### config.mk
export PLATFORM = sky130hd
export DESIGN_NAME = timer_ctrl
export DESIGN_NICKNAME = d
export VERILOG_FILES = /design/src/rtl/timer_ctrl_pkg.sv /design/src/rtl/timer_ctrl_counter_en_Nbit.sv /design/src/rtl/timer_ctrl.sv
export SDC_FILE = /design/constraint.sdc
export NUM_CORES = 1
export LEC_CHECK = 0
export CAP_MARGIN = 20
export CORE_UTILIZATION = 44
export DETAILED_ROUTE_END_ITERATION = 12
export PLACE_DENSITY = 0.75
export SYNTH_ARGS = -nofsm -noshare
export SYNTH_HDL_FRONTEND = slang
export SYNTH_SLANG_ARGS = --single-unit
### constraint.sdc
create_clock -name clk -period 1.85 [get_ports clk]
set_clock_uncertainty 0.15 [all_clocks]
set_input_delay 0.4625 -clock clk [delete_from_list [all_inputs] [get_ports clk]]
set_output_delay 0.4625 -clock clk [all_outputs]
set_load 0.01 [all_outputs]
### src/rtl/timer_ctrl_pkg.sv
// Shared FSM state type and encoding for the timer controller.
package timer_ctrl_pkg;

  localparam logic [1:0] ST_IDLE = 2'd0;
  localparam logic [1:0] ST_RUN  = 2'd1;
  localparam logic [1:0] ST_DONE = 2'd2;

  typedef enum logic [1:0] {
    IDLE = ST_IDLE,
    RUN  = ST_RUN,
    DONE = ST_DONE
  } state_t;

endpackage

### src/rtl/timer_ctrl_counter_en_Nbit.sv
// Up-counter with synchronous clear and enable.
// Used for both the main count and the prescaler.
module counter_en_Nbit #(
  parameter int N = 4
) (
  input  logic         clk,
  input  logic         reset,
  input  logic         clr,
  input  logic         en,
  output logic [N-1:0] count
);

  logic [N-1:0] count_q;

  always_ff @(posedge clk) begin
    if (reset) begin
      count_q <= '0;
    end else if (clr) begin
      count_q <= '0;
    end else if (en) begin
      count_q <= count_q + N'(1);
    end
  end

  assign count = count_q;

endmodule

### src/rtl/timer_ctrl.sv
// Start/stop/pause timer with one-shot or auto-reload terminal count.
// Optional prescaler is built when TIMER_CTRL_PRESCALE_EN is defined.
//
//   state | meaning
//   IDLE  | stopped, count held at 0
//   RUN   | counting enables towards the captured limit
//   DONE  | one-shot finished, count held at limit until start/stop
module timer_ctrl
  import timer_ctrl_pkg::*;
#(
  parameter int N     = 4,
  parameter int PRE_W = 8
) (
  input  logic             clk,
  input  logic             reset,
  input  logic             start,
  input  logic             stop,
  input  logic             pause,
  input  logic             periodic,
  input  logic [N-1:0]     limit,
`ifdef TIMER_CTRL_PRESCALE_EN
  input  logic [PRE_W-1:0] prescale,
`endif
  output logic [N-1:0]     count,
  output logic             busy,
  output logic             done,
  output logic             tick
);

  state_t         state_q, state_d;
  logic           periodic_q, periodic_d;
  logic [N-1:0]   limit_q, limit_d;
  logic           tick_q, tick_d;
  logic [N-1:0]   count_w;
  logic           accept, en, at_limit, running;

  assign running  = (state_q == RUN);
  // Start is only honoured outside RUN; stop always wins.
  assign accept   = start && !stop && !running;
  assign at_limit = (count_w == limit_q);

`ifdef TIMER_CTRL_PRESCALE_EN
  logic [PRE_W-1:0] prescale_q, prescale_d;
  logic [PRE_W-1:0] pre_cnt;
  logic             pre_match;

  assign pre_match = (pre_cnt == prescale_q);
  assign en        = running && !pause && pre_match;

  counter_en_Nbit #(.N(PRE_W)) u_prescaler (
    .clk   (clk),
    .reset (reset),
    .clr   (accept || stop || en),
    .en    (running && !pause && !pre_match),
    .count (pre_cnt)
  );
`else
  assign en = running && !pause;
`endif

  counter_en_Nbit #(.N(N)) u_count (
    .clk   (clk),
    .reset (reset),
    .clr   (stop || accept || (en && at_limit && periodic_q)),
    .en    (en && !at_limit),
    .count (count_w)
  );

  always_ff @(posedge clk) begin
    if (reset) begin
      state_q    <= IDLE;
      periodic_q <= 1'b0;
      limit_q    <= '0;
      tick_q     <= 1'b0;
`ifdef TIMER_CTRL_PRESCALE_EN
      prescale_q <= '0;
`endif
    end else begin
      state_q    <= state_d;
      periodic_q <= periodic_d;
      limit_q    <= limit_d;
      tick_q     <= tick_d;
`ifdef TIMER_CTRL_PRESCALE_EN
      prescale_q <= prescale_d;
`endif
    end
  end

  always_comb begin
    state_d    = state_q;
    periodic_d = periodic_q;
    limit_d    = limit_q;
    tick_d     = 1'b0;
`ifdef TIMER_CTRL_PRESCALE_EN
    prescale_d = prescale_q;
`endif
    if (stop) begin
      state_d = IDLE;
    end else if (accept) begin
      state_d    = RUN;
      periodic_d = periodic;
      limit_d    = limit;
`ifdef TIMER_CTRL_PRESCALE_EN
      prescale_d = prescale;
`endif
    end else if (en && at_limit) begin
      tick_d = 1'b1;
      if (!periodic_q) state_d = DONE;
    end
  end

  assign count = count_w;
  assign busy  = (state_q == RUN);
  assign done  = (state_q == DONE);
  assign tick  = tick_q;

endmodule

=== Yosys cells after proc, flatten, opt, wreduce, memory -nomap -nowiden ===
Index checks and enable logic that the tools add are counted.
W data, S select, Z words.

* Register bits after elaboration: 12
* Input port bits: 10
* Logic and storage cells: 36

* Add/sub/neg operators: 1
* Equality and inequality tests: 4
* Mux-type cells: 4
* Bitwise logic cells: 2
* Reductions and logical operators: 19

{| class="wikitable"
|+ Operators with widths
! cell !! count
|-
| $logic_and A1 B1 Y1 || 6
|-
| $reduce_and A2 Y1 || 3
|-
| $add A4 B1 Y4 const B || 1
|-
| $eq A4 B4 Y1 || 1
|-
| $logic_not A1 Y1 || 4
|-
| $mux W1 || 4
|-
| $reduce_or A2 Y1 || 2
|-
| $reduce_or A3 Y1 || 1
|-
| $eq A2 B1 Y1 const B || 1
|-
| $eq A2 B2 Y1 const B || 1
|-
| $logic_or A1 B1 Y1 || 2
|-
| $ne A2 B1 Y1 const B || 1
|-
| $not A1 Y1 || 2
|-
| $reduce_bool A2 Y1 || 1
|}

=== Depth between registers and ports, before layout ===
* Word-level depth: 6
* Gate-level depth with buffers: 5

=== By module ===
From an unflattened synthesis, not the netlist that was laid out.

* Cell total of the unflattened synthesis: 63
* Area, all modules: 604.3 µm²

{| class="wikitable"
|+ By module, submodules not included
! module !! times used !! cells an instance !! area each (µm²) !! sequential area each (µm²)
|-
| timer_ctrl || 1 || 46 || 426.7 || 160.2
|-
| counter_en_Nbit || 1 || 17 || 177.7 || 80.1
|}

=== Worst setup path after synthesis ===
OpenSTA, ideal clock, no wires.

* Path kind: register -> register
* Start: reg u_count.count_q[0] (netlist: u_count.count[0])
* End: reg u_count.count_q[0] (netlist: u_count.count[0])
* Library setup time: 0.128 ns
* Arrival time: 1.486 ns
* Slack: 0.087 ns
* Cell stages (with the launch flop): 5
* Path buffers: 0
* Clock period less this slack: 1.763 ns
* Path through: dfxtp_1 > xor2_1 > or4_4 > o41ai_4 > nor2_1

* Longest elaborated chain between the ends: 5
* Elaborated cells between the ends (all ways): 8
* Classes of those cells: add/sub (1); eq/ne (1); reduce/logical (6)

{| class="wikitable"
|+ Ends and longest elaborated chain
! what !! line !! source
|-
| start: declaration || timer_ctrl_counter_en_Nbit.sv:13 || <nowiki>logic [N-1:0] count_q;</nowiki>
|-
| start signal: assignment || timer_ctrl_counter_en_Nbit.sv:21 || <nowiki>count_q <= count_q + N'(1);</nowiki>
|-
| $eq A4 B4 Y1 || timer_ctrl.sv:40 || <nowiki>assign at_limit = (count_w == limit_q);</nowiki>
|-
| $logic_and A1 B1 Y1 (2 in series) || timer_ctrl.sv:64 || <nowiki>.clr (stop || accept || (en && at_limit && periodic_q)),</nowiki>
|-
| $logic_or A1 B1 Y1 || timer_ctrl.sv:64 ||
|-
| $reduce_or A2 Y1 (no line) || n/a ||
|}

Several ways; a longest one is shown, not always the timed one.
A chain may end at the register's enable or synchronous reset.

=== Worst setup path after layout ===
* Start: in stop
* End: reg u_count.count_q[1] (netlist: u_count.count[1])

* Longest elaborated chain between the ends: 6

{| class="wikitable"
|+ Ends and longest elaborated chain
! what !! line !! source
|-
| start: declaration || timer_ctrl.sv:17 || <nowiki>input logic stop,</nowiki>
|-
| $logic_not A1 Y1 || timer_ctrl.sv:39 || <nowiki>assign accept = start && !stop && !running;</nowiki>
|-
| $logic_and A1 B1 Y1 (2 in series) || timer_ctrl.sv:39 ||
|-
| $logic_or A1 B1 Y1 (*) (2 in series) || timer_ctrl.sv:64 ||
|-
| $reduce_or A2 Y1 (no line) (*) || n/a ||
|}

Every way passes the cells marked *; elsewhere a longest branch is shown, timed or not.

==> flow_metrics.py <==
metrics = {
    "timing": {
        "finalHoldViolCount": 0,
        "post-route-period-util_pct": 97.1,
        "post-route-min-period_ns": 1.80,
        "drv_slew": 0,
        "slew_headroom_pct": 71.7,
        "finalSetupViolations": 0,
        "tightestPinTransition_ns": 0.419,
        "setup_tns_ns": 0,
        "timing.fmax_mhz": 556,
        "rsz0062_at_grt": "no",
    },
    "route": {
        "vias_per_cell": 4.90,
        "dr.first_iter.drc_count": 12,
        "drc": 0,
        "routed_wirelength_mm": 1.20,
        "first_pass_iters": 4,
        "post_drt_wl_per_cell_um": 11.4,
        "vias": 514,
        "postRouteAntennaNets": 0,
    },
    "job": {
        "max_cap_viol_count": 0,
    },
    "cells_and_area": {
        "area_growth_pct": 52.2,
        "fin_cells": 105,
        "drive_gt1_share_pct": 29.7,
        "stdcell_area_um2": 890,
        "nets": 103,
        "nFillCells": 93,
        "n_antenna_cell": 0,
    },
    "power": {
        "switching_share_pct": 23.1,
        "vdd_drop_max_mv": 0.444,
        "power.leakage_nw": 0.415,
        "p_sw_mw": 0.131,
        "p_per_area_nw_per_um2": 638,
        "p_total_mw": 0.568,
        "intPower_mw": 0.437,
        "p_comb_share_pct": 15.7,
        "p_clk_share_pct": 36.6,
        "seq_power_share_pct": 47.7,
    },
    "synth": {
        "synth_xor_area_share_pct": 8.78,
        "synth_nets": 69,
        "ys_types": 24,
        "synth_simple_gate_area_share_pct": 21.4,
        "yosysMostFrequentCell": "dfxtp_1",
        "synth_compound_area_share_pct": 15.4,
        "async_reset_ff_share_pct": 0,
        "synthTopCellsByArea": "dfxtp_1 (41%), mux2i_1 (8.6%), xor2_1 (6.0%), o41ai_4 (4.7%), nor2_1 (4.5%)",
        "netlist_area_um2": 584,
        "synth_mux_area_share_pct": 8.57,
        "ys.flop_type": "dfxtp_1",
        "seq_area_frac_synth_pct": 41.1,
        "syn_area_per_cell_um2": 10.1,
        "synth_top_area_cell": "dfxtp_1",
        "synth_edf_count": 0,
        "synth_fa_ha_area_share_pct": 2.14,
        "synth_top_family_by_area": "simple AND/OR/NAND/NOR gates",
        "synthCells": 58,
        "ys.warnings.count": 0,
        "synth_top_area_share_pct": 41.1,
        "synth-seq-cells": 12,
        "ys_top_cells_by_count": "dfxtp_1 (12), nor2_1 (7), mux2i_1 (5)",
    },
    "clock_network": {
        "clkTransAtPathRegs_ns": 0.08,
        "ctsHtreeMaxLevel": 1,
        "cts_sinks": 12,
        "insertion_delay_ns": 0.27,
        "clockBufferDepth": 2,
        "cts_tree": "built",
        "cts_buffers": 3,
        "root_buffer": "clkbuf_4",
    },
    "worst_setup_path": {
        "critPathCaptureType": "register",
        "critPathKind": "in -> reg",
        "startpoint_type": "input port",
        "required_ns": 1.90,
        "arrival_ns": 1.85,
        "cp_max_fo": 4,
    },
    "grt": {
        "antenna_found_initial": 0,
        "grt_usage_pct": 19.8,
        "grt_max_degree": 8,
        "grt_pass1_wl_mm": 1.95,
        "grt_pass1_vias": 486,
        "overflow": 0,
    },
    "hold_path": {
        "min_path_type": "reg -> reg",
    },
    "die": {
        "io_pins": 17,
        "die_x_um": 38.4,
        "die_height_um": 38.4,
        "rows": 12,
        "initial_core_util_pct": 49.9,
        "die-area_um2": 1480,
        "core-area_um2": 1170,
    },
    "placement": {
        "dp_cells": 101,
        "dp.final_hpwl_um": 921,
        "place_congestion": 0.713,
        "port-buffer-count": 16,
        "placed_cell_area_um2": 860,
    },
    "outcome": {
        "status": "completed",
    },
}
[sequential cells by signal, indices dropped and copies added (netlist names)]
name and cells:
tick 1, limit_q 4, state_q 2, u_count.count 4
periodic_q 1
[layout make-up]
| class | instances | area (um^2) | share of cell area [%] |
|---|---|---|---|
| Sequential cell | 12 | 241 | 27.1 |
| Multi-Input combinational cell | 42 | 329 | 37.0 |
| Inverter | 4 | 15.0 | 1.69 |
| Clock buffer | 4 | 36.3 | 4.08 |
| Tap cell | 14 | 17.5 | 1.97 |
| Timing Repair Buffer | 29 | 250 | 28.1 |
[metal layers]
metal	track usage, %	wire [um]	vias to the layer above
met5	0	0	-
met2	34.3	597	12
met1	21.9	544	231
li1	-	-	271
met3	5.23	60	0
met4	10.3	0	0
[worst max-delay path, stage by stage]
cell             delay (ns)
clkdlybuf4s50_1        0.45
or2_2                  0.32
a21oi_1                0.27
o41ai_4                0.17
a21oi_1                0.18
[cell usage in the layout (no fill, tap or decap), types with 2 or more instances in the layout]
cell type	count
buf_4	13
dfxtp_1	11
clkdlybuf4s50_1	10
nor2_1	7
mux2i_1	5
inv_1	4
xor2_1	4
a21oi_1	4
dlygate4sd2_1	4
clkbuf_4	3
nand3_1	2
o21ai_0	2
or3_1	2
nand2_1	2
[cells by family after synthesis]
logic type                 Yosys count
xor gates and xnor gates             5
DFF                                 12
AOI/OAI and AO/OA                   10
buffers and inverters                4
muxes                                5
adders and majority gates            1
and+or+nand+nor                     21
[what timing repair did]
| action | CTS | global route |
|---|---|---|
| cloned | 0 | 0 |
| setup endpoints to repair | 6 | 2 |
| setup buffers | 0 | 0 |
| hold buffers | 0 | 0 |
| resized for setup | 6 | 3 |
[power groups by stage]
stage / Sequential, mW / Clock [mW] / Combinational (mW)
after floorplan: 0.276 / 0 / 0.0429
after global placement: 0.277 / 0 / 0.0898
after detailed placement: 0.277 / 0 / 0.0907
after CTS: 0.271 / 0.212 / 0.0906
after global routing: 0.271 / 0.224 / 0.0973
final: 0.271 / 0.208 / 0.0893
[stage by stage]
step	utilization, %	setup slack, ns	hold WS (ns)
after floorplan	-	0.0867	0.304
after global placement	73.4	-0.148	0.354
after detailed placement	73.4	-0.225	0.364
after CTS	76.1	0.000240	0.370
after global routing	76.0	0.00735	0.391
final	76.0	0.0528	0.366
[worst paths after layout]
path	from	depth (start not counted)	slack (ns)	end
setup / recovery	stop	5	0.05	u_count.count[1]$_SDFFE_PP0P_
hold / removal	u_count.count[2]$_SDFFE_PP0P_	2	0.37	u_count.count[2]$_SDFFE_PP0P_
setup reg to reg	limit_q[0]$_SDFFE_PP0P_	4	0.06	u_count.count[1]$_SDFFE_PP0P_
hold reg to reg	u_count.count[2]$_SDFFE_PP0P_	2	0.37	u_count.count[2]$_SDFFE_PP0P_
Note: power is estimated with default switching activity, not from simulation.
